[src/rtl/ah_div_pipe_param.sv]
// Fully pipelined restoring divider: signed/unsigned quotient+remainder with
// tag passthrough, zero/overflow flags and a global valid/ready stall.

module ah_div_step #(
   parameter int WIDTH = 8
) (
   input  logic [WIDTH-1:0] rem_i,
   input  logic [WIDTH-1:0] quo_i,
   input  logic [WIDTH-1:0] dvs,
   output logic [WIDTH-1:0] rem_o,
   output logic [WIDTH-1:0] quo_o
);
   logic [WIDTH:0] sh;
   logic [WIDTH:0] diff;

   // quo_i holds the not-yet-consumed dividend bits in its MSBs and the
   // quotient bits produced so far in its LSBs.
   always_comb begin
      sh    = {rem_i, quo_i[WIDTH-1]};
      diff  = sh - {1'b0, dvs};
      rem_o = sh[WIDTH-1:0];
      quo_o = {quo_i[WIDTH-2:0], 1'b0};
      if (sh >= {1'b0, dvs}) begin
         rem_o = diff[WIDTH-1:0];
         quo_o = {quo_i[WIDTH-2:0], 1'b1};
      end
   end
endmodule

module ah_div_pipe_param #(
   parameter int WIDTH = 8,
   parameter int TAG_W = 4
) (
   input  logic             clk,
   input  logic             rstn,
   input  logic             in_valid,
   output logic             in_ready,
   input  logic             signed_op,
   input  logic [WIDTH-1:0] dividend,
   input  logic [WIDTH-1:0] divisor,
   input  logic [TAG_W-1:0] in_tag,
   output logic             out_valid,
   input  logic             out_ready,
   output logic [WIDTH-1:0] quotient,
   output logic [WIDTH-1:0] remainder,
   output logic [TAG_W-1:0] out_tag,
   output logic             div_by_zero,
   output logic             overflow
);
   localparam int STAGES = WIDTH + 1;

   typedef struct packed {
      logic [WIDTH-1:0] rem;
      logic [WIDTH-1:0] quo;
      logic [WIDTH-1:0] dvs;
      logic             qneg;
      logic             rneg;
      logic             dbz;
      logic             ovf;
      logic [TAG_W-1:0] tag;
   } stage_t;

   logic [STAGES:0]  vld_pipe;
   stage_t           st     [0:WIDTH];
   stage_t           st_in;
   logic [WIDTH-1:0] rem_nxt [1:WIDTH];
   logic [WIDTH-1:0] quo_nxt [1:WIDTH];
   logic             advance;
   logic             a_neg;
   logic             b_neg;

   assign advance   = !vld_pipe[STAGES] | out_ready;
   assign in_ready  = advance;
   assign out_valid = vld_pipe[STAGES];

   always_comb begin
      a_neg      = signed_op & dividend[WIDTH-1];
      b_neg      = signed_op & divisor[WIDTH-1];
      st_in      = '0;
      st_in.quo  = a_neg ? -dividend : dividend;
      st_in.dvs  = b_neg ? -divisor : divisor;
      st_in.qneg = a_neg ^ b_neg;
      st_in.rneg = a_neg;
      st_in.dbz  = (divisor == '0);
      st_in.ovf  = signed_op & (dividend == {1'b1, {(WIDTH-1){1'b0}}}) & (divisor == '1);
      st_in.tag  = in_tag;
   end

   genvar k;
   generate
      for (k = 1; k <= WIDTH; k++) begin : g_step
         ah_div_step #(.WIDTH(WIDTH)) u_step (
            .rem_i (st[k-1].rem),
            .quo_i (st[k-1].quo),
            .dvs   (st[k-1].dvs),
            .rem_o (rem_nxt[k]),
            .quo_o (quo_nxt[k])
         );
      end
   endgenerate

   always_ff @(posedge clk) begin
      if (!rstn)
         vld_pipe <= '0;
      else if (advance)
         vld_pipe <= {vld_pipe[STAGES-1:0], in_valid};
   end

   // Datapath stages carry no reset: bubble contents are don't-care.
   always_ff @(posedge clk) begin
      if (advance) begin
         st[0] <= st_in;
         for (int i = 1; i <= WIDTH; i++) begin
            st[i]     <= st[i-1];
            st[i].rem <= rem_nxt[i];
            st[i].quo <= quo_nxt[i];
         end
      end
   end

   // A zero divisor leaves the dividend magnitude in rem, so re-applying the
   // dividend sign restores the original value; only the quotient needs forcing.
   always_ff @(posedge clk) begin
      if (!rstn) begin
         quotient    <= '0;
         remainder   <= '0;
         out_tag     <= '0;
         div_by_zero <= 1'b0;
         overflow    <= 1'b0;
      end else if (advance) begin
         quotient    <= st[WIDTH].dbz  ? '1 :
                        st[WIDTH].qneg ? -st[WIDTH].quo : st[WIDTH].quo;
         remainder   <= st[WIDTH].rneg ? -st[WIDTH].rem : st[WIDTH].rem;
         out_tag     <= st[WIDTH].tag;
         div_by_zero <= st[WIDTH].dbz;
         overflow    <= st[WIDTH].ovf;
      end
   end
endmodule

[config.mk]
export PLATFORM = sky130hd
export DESIGN_NAME = ah_div_pipe_param
export DESIGN_NICKNAME = d
export VERILOG_FILES = /design/src/rtl/ah_div_pipe_param.sv
export SDC_FILE = /design/constraint.sdc
export NUM_CORES = 1
export LEC_CHECK = 0
export CAP_MARGIN = 40
export CORE_AREA = 2 2 160 162
export DETAILED_ROUTE_END_ITERATION = 8
export DIE_AREA = 0 0 162 164
export PLACE_DENSITY = 0.79
export SLEW_MARGIN = 15
export SYNTH_ARGS = -nofsm -noshare
export SYNTH_HDL_FRONTEND = slang
export SYNTH_SLANG_ARGS = --single-unit
[constraint.sdc]
create_clock -name clk -period 10.3 [get_ports clk]
set_clock_uncertainty 0.1 [all_clocks]
set_input_delay 1.03 -clock clk [delete_from_list [all_inputs] [get_ports clk]]
set_output_delay 1.03 -clock clk [all_outputs]
set_load 0.01 [all_outputs]
### After elaboration in Yosys (flattened, before gate mapping)

Memories as Yosys holds them, arrays and structs flattened.
Cells that the tools add are included.
Widths: inputs -> output; s select.

* register bits after elaboration: 32
* bits in writable memories: 288
* input port bits: 25
* output and inout bits: 24
* logic and storage cells: 92
* memories kept: 1

Memory list
* st: words 9, bits a word 32, rd ports 9, clocked after Yosys merged registers in 0, write ports 9, line 64 `stage_t st [0:WIDTH];`

* $add $sub $neg: 12
* order comparisons: 8
* equal/unequal tests: 2
* multiplexer cells: 39
* bitwise operators: 22
* reductions and logical operators: 2

Operators with widths (number)
* $mux 8: 29
* $ge 9x8->1: 8
* $sub 8x8->8: 8
* $neg 8->8: 4
* $or 1x1->1: 17
* $eq 8x8->1 const B: 2
* $mux 1: 10
* $logic_not 8->1: 1
* $and 1x1->1: 4
* $logic_not 1->1: 1
* $xor 1x1->1: 1

### Longest topological paths before layout

Gate-level depths: netlist (run 1).

* depth after elaboration: 5
* depth in mapped cells: 8
* mapped depth without buffers: 8

### Modules after synthesis

Synthesis (run 1) repeated with hierarchy kept, for this count alone.

* cell total of the unflattened synthesis: 1092
* area total of the unflattened synthesis: 14502.7 sq um

Modules (own cells, without submodules)
* ah_div_pipe_param: times used 1, cells an instance 493, area an instance 9854.5 sq um, sequential area each 8808.4 sq um
* ah_div_step (g_step[2].u_step ...): times used 4, cells an instance 76, area an instance 573.0 sq um, sequential area each 0.0 sq um
* ah_div_step (g_step[1].u_step ...): times used 3, cells an instance 73, area an instance 591.8 sq um, sequential area each 0.0 sq um
* ah_div_step (g_step[6].u_step): times used 1, cells an instance 76, area an instance 580.6 sq um, sequential area each 0.0 sq um

### Least setup slack after synthesis (run 1)

No wires, ideal clock.

* kind: input port to output port
* from: in out_ready
* to: out in_ready
* arrival time: 9.040 ns
* required time: 9.170 ns
* path slack: 0.130 ns
* stages: 4
* path buffers: 2
* cells stage by stage: nor2b_1 > inv_1 > clkbuf_1 > buf_1

* longest elaborated chain between the ends: 1

RTL lines
* start: declaration: line 43 `input logic out_ready,`
* $or 1x1->1: line 72 `assign advance = !vld_pipe[STAGES] | out_ready;`
* end: declaration: line 37 `output logic in_ready,`

Every way passes these cells.

### Worst setup path in the final report (run 1)

Ends and elaborated chain as after synthesis.

==> results_dict.tcl, run 1 <==
set metrics [dict create \
    final_util_pct 61.9 \
    routed_wl_um 22000 \
    finalCriticalPeriod_ns 4.03 \
    initial_utilization_pct 54.6 \
    overflow 0 \
    cp.required_ns 9.17 \
    cp_common_cell "clkdlybuf4s50_1" \
    ys_warn_count 0 \
    remaining_drc_errors 0 \
    cts_hold_buf 0 \
    holdCritPathClass "reg -> reg" \
    clock_sinks 304 \
    crit_chain "clkdlybuf4s50_1 -> nor2b_2 -> inv_8 -> clkdlybuf4s50_1" \
    crit_buf_inv 3 \
    start_kind "input port" \
    dpl_cell_area_um2 14400 \
    wire_per_inst_um 15.7 \
    place_hpwl_um 14600 \
    grtUsageTotal_pct 16.7 \
    fin_nets 1145 \
    placementRows 58 \
    synth_cell_type_count 56 \
    antenna_found_initial 0 \
    cpLargestDelayFamily "buffers and inverters" \
    ant_nets 0 \
    cts_buffers 29 \
    grt_max_degree 196 \
    htreeDepth 1 \
    grt_pass1_vias 7716 \
    pwr_density_cell_nw_per_um2 243 \
    routabilityCongestion 0.851 \
    die_w_um 162 \
    maxCapViolCount 0 \
    ys_seq_elements 304 \
    seq_area_frac_synth_pct 65.0 \
    ir_worst_vdd_mv 0.136 \
    ys.flop_type "edfxtp_1" \
    cp.arrival_ns 2.90 \
    routed_via_density 5.47 \
    worst_pin_slew_ns 0.988 \
    hold_viol_final 0 \
    coreArea_um2 24800 \
    die_h_um 164 \
    avgSynthCellArea_um2 13.8 \
    max_slew_margin_pct 34.2 \
    cts_root_buf "clkbuf_16" \
    drive_gt1_share_pct 9.07 \
    final_max_slew_viol_count 0 \
    fin_area_um2 15400 \
    syn-num-nets 1076 \
    max_stage_delay_ns 0.67 \
    cts_tree "built" \
    cp-end-kind "output port" \
    clockBufferDepth 3 \
    worstSkewPairLatency_ns 0.55 \
    synthesis.area_um2 13500 \
    fillers 1837 \
    synth_edf_count 272 \
    place.port_buffers 48 \
    status "completed" \
    crit_path_max_fanout 117 \
    finalSetupViolCount 0 \
    synth_cells 981 \
    p_leak_nw 6.32 \
    post_cts_buffers 0 \
    async_flop_share_pct 0 \
    die_area_um2 26600 \
    timing.fmax_mhz 248 \
    fin_crit_sh_pct 39.1 \
    grt_pass1_wl_um 36100 \
    firstDrtPassIters 6 \
    critPathKind "in -> out" \
    vias 7649 \
    cts_resized 0 \
    io_pins 49 \
    area_delta_synth_final_pct 13.5 \
    clkTransAtPathRegs_ns 0.06 \
    critPathSlowestCell "clkdlybuf4s50_1" \
    rsz0062_at_grt "no" \
    tns_ns 0 \
    drt-initial-drc-count 546 \
    holdWs_ns 0.301 \
    antennaDiodeCount 0 \
]
==> logic make-up (layout without fill, tap and decap cells) <==
group                    count (synthesis)  in the layout  share of synthesized area (%)
adder cells (fa/ha/maj)                 70             70                           6.86
flip-flops                             304            304                           65.0
buffers and inverters                  111            199                           3.14
multiplexers                            49             49                           3.94
AND/OR/NAND/NOR                        213            213                           7.80
XOR/XNOR                                41             41                           2.65
AO/OA/AOI/OAI                          193            193                           10.6
==> synth_stat cells (all sizes together) (5+ instances only) <==
| master | n | area share, % |
|---|---|---|
| nor4 | 14 | 0.65 |
| edfxtp | 272 | 60 |
| nor3b | 6 | 0.33 |
| inv | 97 | 2.7 |
| nor2 | 41 | 1.1 |
| mux2i | 15 | 1.1 |
| o211a | 6 | 0.44 |
| a311o | 7 | 0.52 |
| nand2 | 73 | 2.0 |
| ha | 63 | 5.8 |
| o21a | 13 | 0.72 |
| nand4 | 6 | 0.28 |
| nor2b | 23 | 1.1 |
| o41ai | 5 | 0.32 |
| clkbuf | 11 | 0.30 |
| xnor2 | 22 | 1.4 |
| a21oi | 37 | 1.4 |
| nor3 | 14 | 0.52 |
| a21o | 13 | 0.72 |
| dfxtp | 32 | 4.7 |
| o21bai | 6 | 0.33 |
| o21ai | 34 | 1.3 |
| fa | 7 | 1.0 |
| mux2 | 34 | 2.8 |
| a31oi | 7 | 0.43 |
| a211oi | 7 | 0.39 |
| a21boi | 23 | 1.3 |
| xor2 | 19 | 1.2 |
| o31ai | 10 | 0.55 |
| nand2b | 15 | 0.69 |
| o31a | 6 | 0.39 |
| nand3 | 5 | 0.18 |
==> power breakdown <==
group          switching (mW)  internal (mW)  total, mW
Combinational           0.519          0.484       1.00
Clock                   0.434          0.602       1.04
Sequential              0.105           1.59       1.69
Total                    1.06           2.67       3.73
==> cell type report <==
class	instances	area [um2]	share of cell area, %
flip-flops and latches	304	8810	57.3
well taps	330	413	2.69
inverters	97	372	2.42
repair buffers	52	534	3.48
clock inverters	17	170	1.11
clock buffers	33	761	4.95
multi-input cells	566	4310	28.1
==> routing by layer <==
| layer | GRT usage [%] | part of all wire (%) |
|---|---|---|
| met5 | 0 | 0 |
| met4 | 4.34 | 1.7 |
| met3 | 2.17 | 3.1 |
| met2 | 33.7 | 55 |
| met1 | 18.3 | 40 |
==> registers in the layout, indices dropped and copies added (netlist names) <==
register,flops
remainder,8
st,272
div_by_zero,1
out_tag,4
vld_pipe,10
overflow,1
quotient,8
==> placed cells by master (no fill, tap or decap), types with 4 or more instances in the layout <==
| master | count |
|---|---|
| nand2_1 | 73 |
| o31a_1 | 6 |
| nor2_1 | 41 |
| mux2_2 | 34 |
| nor2b_1 | 22 |
| fa_1 | 7 |
| nor3_1 | 14 |
| ha_1 | 63 |
| a41oi_4 | 4 |
| o211ai_1 | 4 |
| clkbuf_16 | 29 |
| a21boi_0 | 22 |
| mux2i_1 | 15 |
| o21ai_0 | 33 |
| clkinv_2 | 9 |
| o21bai_1 | 6 |
| dfxtp_1 | 32 |
| clkdlybuf4s50_1 | 48 |
| nand2b_1 | 15 |
| a311o_1 | 7 |
| nor3b_1 | 6 |
| nand3_1 | 5 |
| a211oi_1 | 7 |
| o211a_1 | 6 |
| a21o_1 | 13 |
| a211o_1 | 4 |
| nand4_1 | 6 |
| o21a_1 | 13 |
| nor4_1 | 14 |
| o41ai_1 | 5 |
| and2_1 | 4 |
| xnor2_1 | 22 |
| xor2_1 | 19 |
| o31ai_1 | 10 |
| edfxtp_1 | 272 |
| a31oi_1 | 6 |
| inv_1 | 96 |
| a21oi_1 | 37 |
| clkinv_1 | 4 |
==> per-stage QoR <==
| step | instances | setup slack, ns | power (mW) |
|---|---|---|---|
| floorplan | 981 | 0.130 | 2.44 |
| global placement | 1346 | 5.80 | 2.64 |
| detailed placement | 1348 | 6.29 | 2.70 |
| CTS | 1398 | 6.28 | 3.75 |
| global route | 1399 | 6.18 | 3.93 |
| finish | 1399 | 6.27 | 3.73 |
==> final timing paths <==
| kind | from | endpoint | slack (ns) | cells after the start |
|---|---|---|---|---|
| setup / recovery | out_ready | in_ready | 6.27 | 4 |
| hold / removal | st[1][22]$_DFFE_PP_ | st[2][23]$_DFFE_PP_ | 0.30 | 0 |
| setup reg to reg | st[4][29]$_DFFE_PP_ | st[5][26]$_DFFE_PP_ | 7.67 | 6 |
| hold reg to reg | st[1][22]$_DFFE_PP_ | st[2][23]$_DFFE_PP_ | 0.30 | 0 |
Power figures use the tool's default switching activity.
==> run 2: changes to the inputs <==
--- a/config.mk
+++ b/config.mk
@@ -9,7 +9,7 @@
 export CORE_AREA = 2 2 160 162
 export DETAILED_ROUTE_END_ITERATION = 8
 export DIE_AREA = 0 0 162 164
-export PLACE_DENSITY = 0.79
+export PLACE_DENSITY = 0.76
 export SLEW_MARGIN = 15
 export SYNTH_ARGS = -nofsm -noshare
 export SYNTH_HDL_FRONTEND = slang
==> constraint.sdc (replaced) <==
create_clock -name clk -period 4.1 [get_ports clk]
set_clock_uncertainty 0.1 [all_clocks]
set_input_delay 0.41 -clock clk [delete_from_list [all_inputs] [get_ports clk]]
set_output_delay 0.41 -clock clk [all_outputs]
set_load 0.01 [all_outputs]
==> run 2 against run 1 <==
  * Total power grew to 2.5 times the previous value
  * Critical path depth decreased by 1
  * Via count down 0.38%
  * Cell area increased by 0.60%
  * Largest cell class unchanged
  * Cell count increased by 0.50%
  * Critical path type is now reg -> out
  * First-iteration DRC count decreased by 14%
  * Non-clock buffer count up 1
  * Setup slack got worse by 4.8 ns
  * Sequential share of layout area fell by 0.34 points
  * Register-to-register slack got worse by 6.1 ns
  * Global-route usage down 0.67 points
  * Clock power grew to 2.6 times the previous value
==> results_dict.tcl, run 2 (synthesis gave the netlist of run 1 again) <==
set metrics [dict create \
    status "completed" \
    timing.fmax_mhz 380 \
    holdCritPathClass "in -> reg" \
    drive_gt1_share_pct 9.20 \
    htreeDepth 1 \
    dp_slack_ns 1.45 \
    finalPower_mw 9.45 \
    layout_commonest_cell "edfxtp_1" \
    maxCapViolCount 0 \
    antenna_found_initial 0 \
    die_w_um 162 \
    fin_area_um2 15500 \
    worstSkewPairLatency_ns 0.56 \
    place_hpwl_um 14100 \
    grt_pass1_vias 7630 \
    fin_ws_ns 1.47 \
    rsz0062_at_grt "no" \
    coreArea_um2 24800 \
    crit_path_max_fanout 87 \
    clkTransAtPathRegs_ns 0.06 \
    max_slew_margin_pct 54.8 \
    fin_crit_sh_pct 64.3 \
    grt_pass1_wl_um 35100 \
    cp.required_ns 3.59 \
    p_leak_nw 6.35 \
    dpl_cell_area_um2 14400 \
    remaining_drc_errors 0 \
    post_cts_buffers 0 \
    top_register "st" \
    final_max_slew_viol_count 0 \
    cp.arrival_ns 2.12 \
    initial_utilization_pct 54.6 \
    placementRows 58 \
    routabilityCongestion 0.834 \
    ant_nets 0 \
    grtUsageTotal_pct 16.0 \
    fillers 1830 \
    wire_per_inst_um 15.1 \
    start_kind "flop" \
    top_regs "st (272), vld_pipe (10)" \
    overflow 0 \
    place.port_buffers 48 \
    die_h_um 164 \
    cts_resized 0 \
    finalCriticalPeriod_ns 2.63 \
    hold_viol_final 0 \
    routed_wl_um 21300 \
    cts_tree "built" \
    die_area_um2 26600 \
    io_pins 49 \
    vias 7620 \
    cp-end-kind "output port" \
    drt-initial-drc-count 468 \
    antennaDiodeCount 0 \
    area_delta_synth_final_pct 14.2 \
    layout_common_cells "edfxtp_1 (272), inv_1 (96), nand2_1 (73)" \
    fin_nets 1147 \
    cts_buffers 30 \
    routed_via_density 5.42 \
    clockBufferDepth 3 \
    pwr_density_cell_nw_per_um2 611 \
    grt_max_degree 134 \
    cts_hold_buf 0 \
    cts_root_buf "clkbuf_16" \
    ir_worst_vdd_mv 0.329 \
    firstDrtPassIters 5 \
    worst_pin_slew_ns 0.679 \
    largest_register_ff_count 272 \
    finalSetupViolCount 0 \
    critPathKind "reg -> out" \
    tns_ns 0 \
    clock_sinks 304 \
]
-- run 2: routing by layer --
layer	vias to the layer above	wire length, um	GRT usage [%]
met5	-	0	0
met4	0	652	6.52
met3	48	656	2.42
met2	137	11300	30.2
met1	3659	8650	18.3
li1	3776	-	-
-- run 2: path summary, 6_finish.rpt --
check | from | endpoint | slack (ns) | cells past startpoint
setup / recovery | vld_pipe[9]$_SDFFE_PN0P_ | in_ready | 1.47 | 3
hold / removal | in_tag[2] | st[0][2]$_DFFE_PP_ | 0.31 | 1
setup reg to reg | st[4][9]$_DFFE_PP_ | st[5][28]$_DFFE_PP_ | 1.53 | 7
hold reg to reg | st[3][16]$_DFFE_PP_ | st[4][17]$_DFFE_PP_ | 0.31 | 0
-- run 2: worst max-delay path: stages, from the launching register on --
cell and delay, ns:
dfxtp_1 0.30, nor2b_2 0.18, inv_8 0.40, clkdlybuf4s50_1 0.64
-- run 2: final cells by class --
cell class              instances  area [um2]  share of cell area [%]
flip-flops and latches        304        8810                    57.0
multi-input cells             566        4310                    27.9
clock buffers                  39         815                    5.27
repair buffers                 53         551                    3.56
well taps                     330         413                    2.67
inverters                      97         372                    2.40
clock inverters                17         193                    1.25
-- run 2: where the power goes --
| part | switching, mW | leakage, nW | internal [mW] |
|---|---|---|---|
| sequential | 0.258 | 3.29 | 3.99 |
| combinational | 1.27 | 2.57 | 1.21 |
| clock | 1.12 | 0.488 | 1.60 |
-- run 2: per-stage QoR --
step	hold slack [ns]	util [%]	std cells
floorplan	0.300	-	981
global placement	0.301	58.2	1348
detailed placement	0.305	58.2	1349
CTS	0.285	62.3	1405
global route	0.290	62.3	1406
finish	0.307	62.3	1406
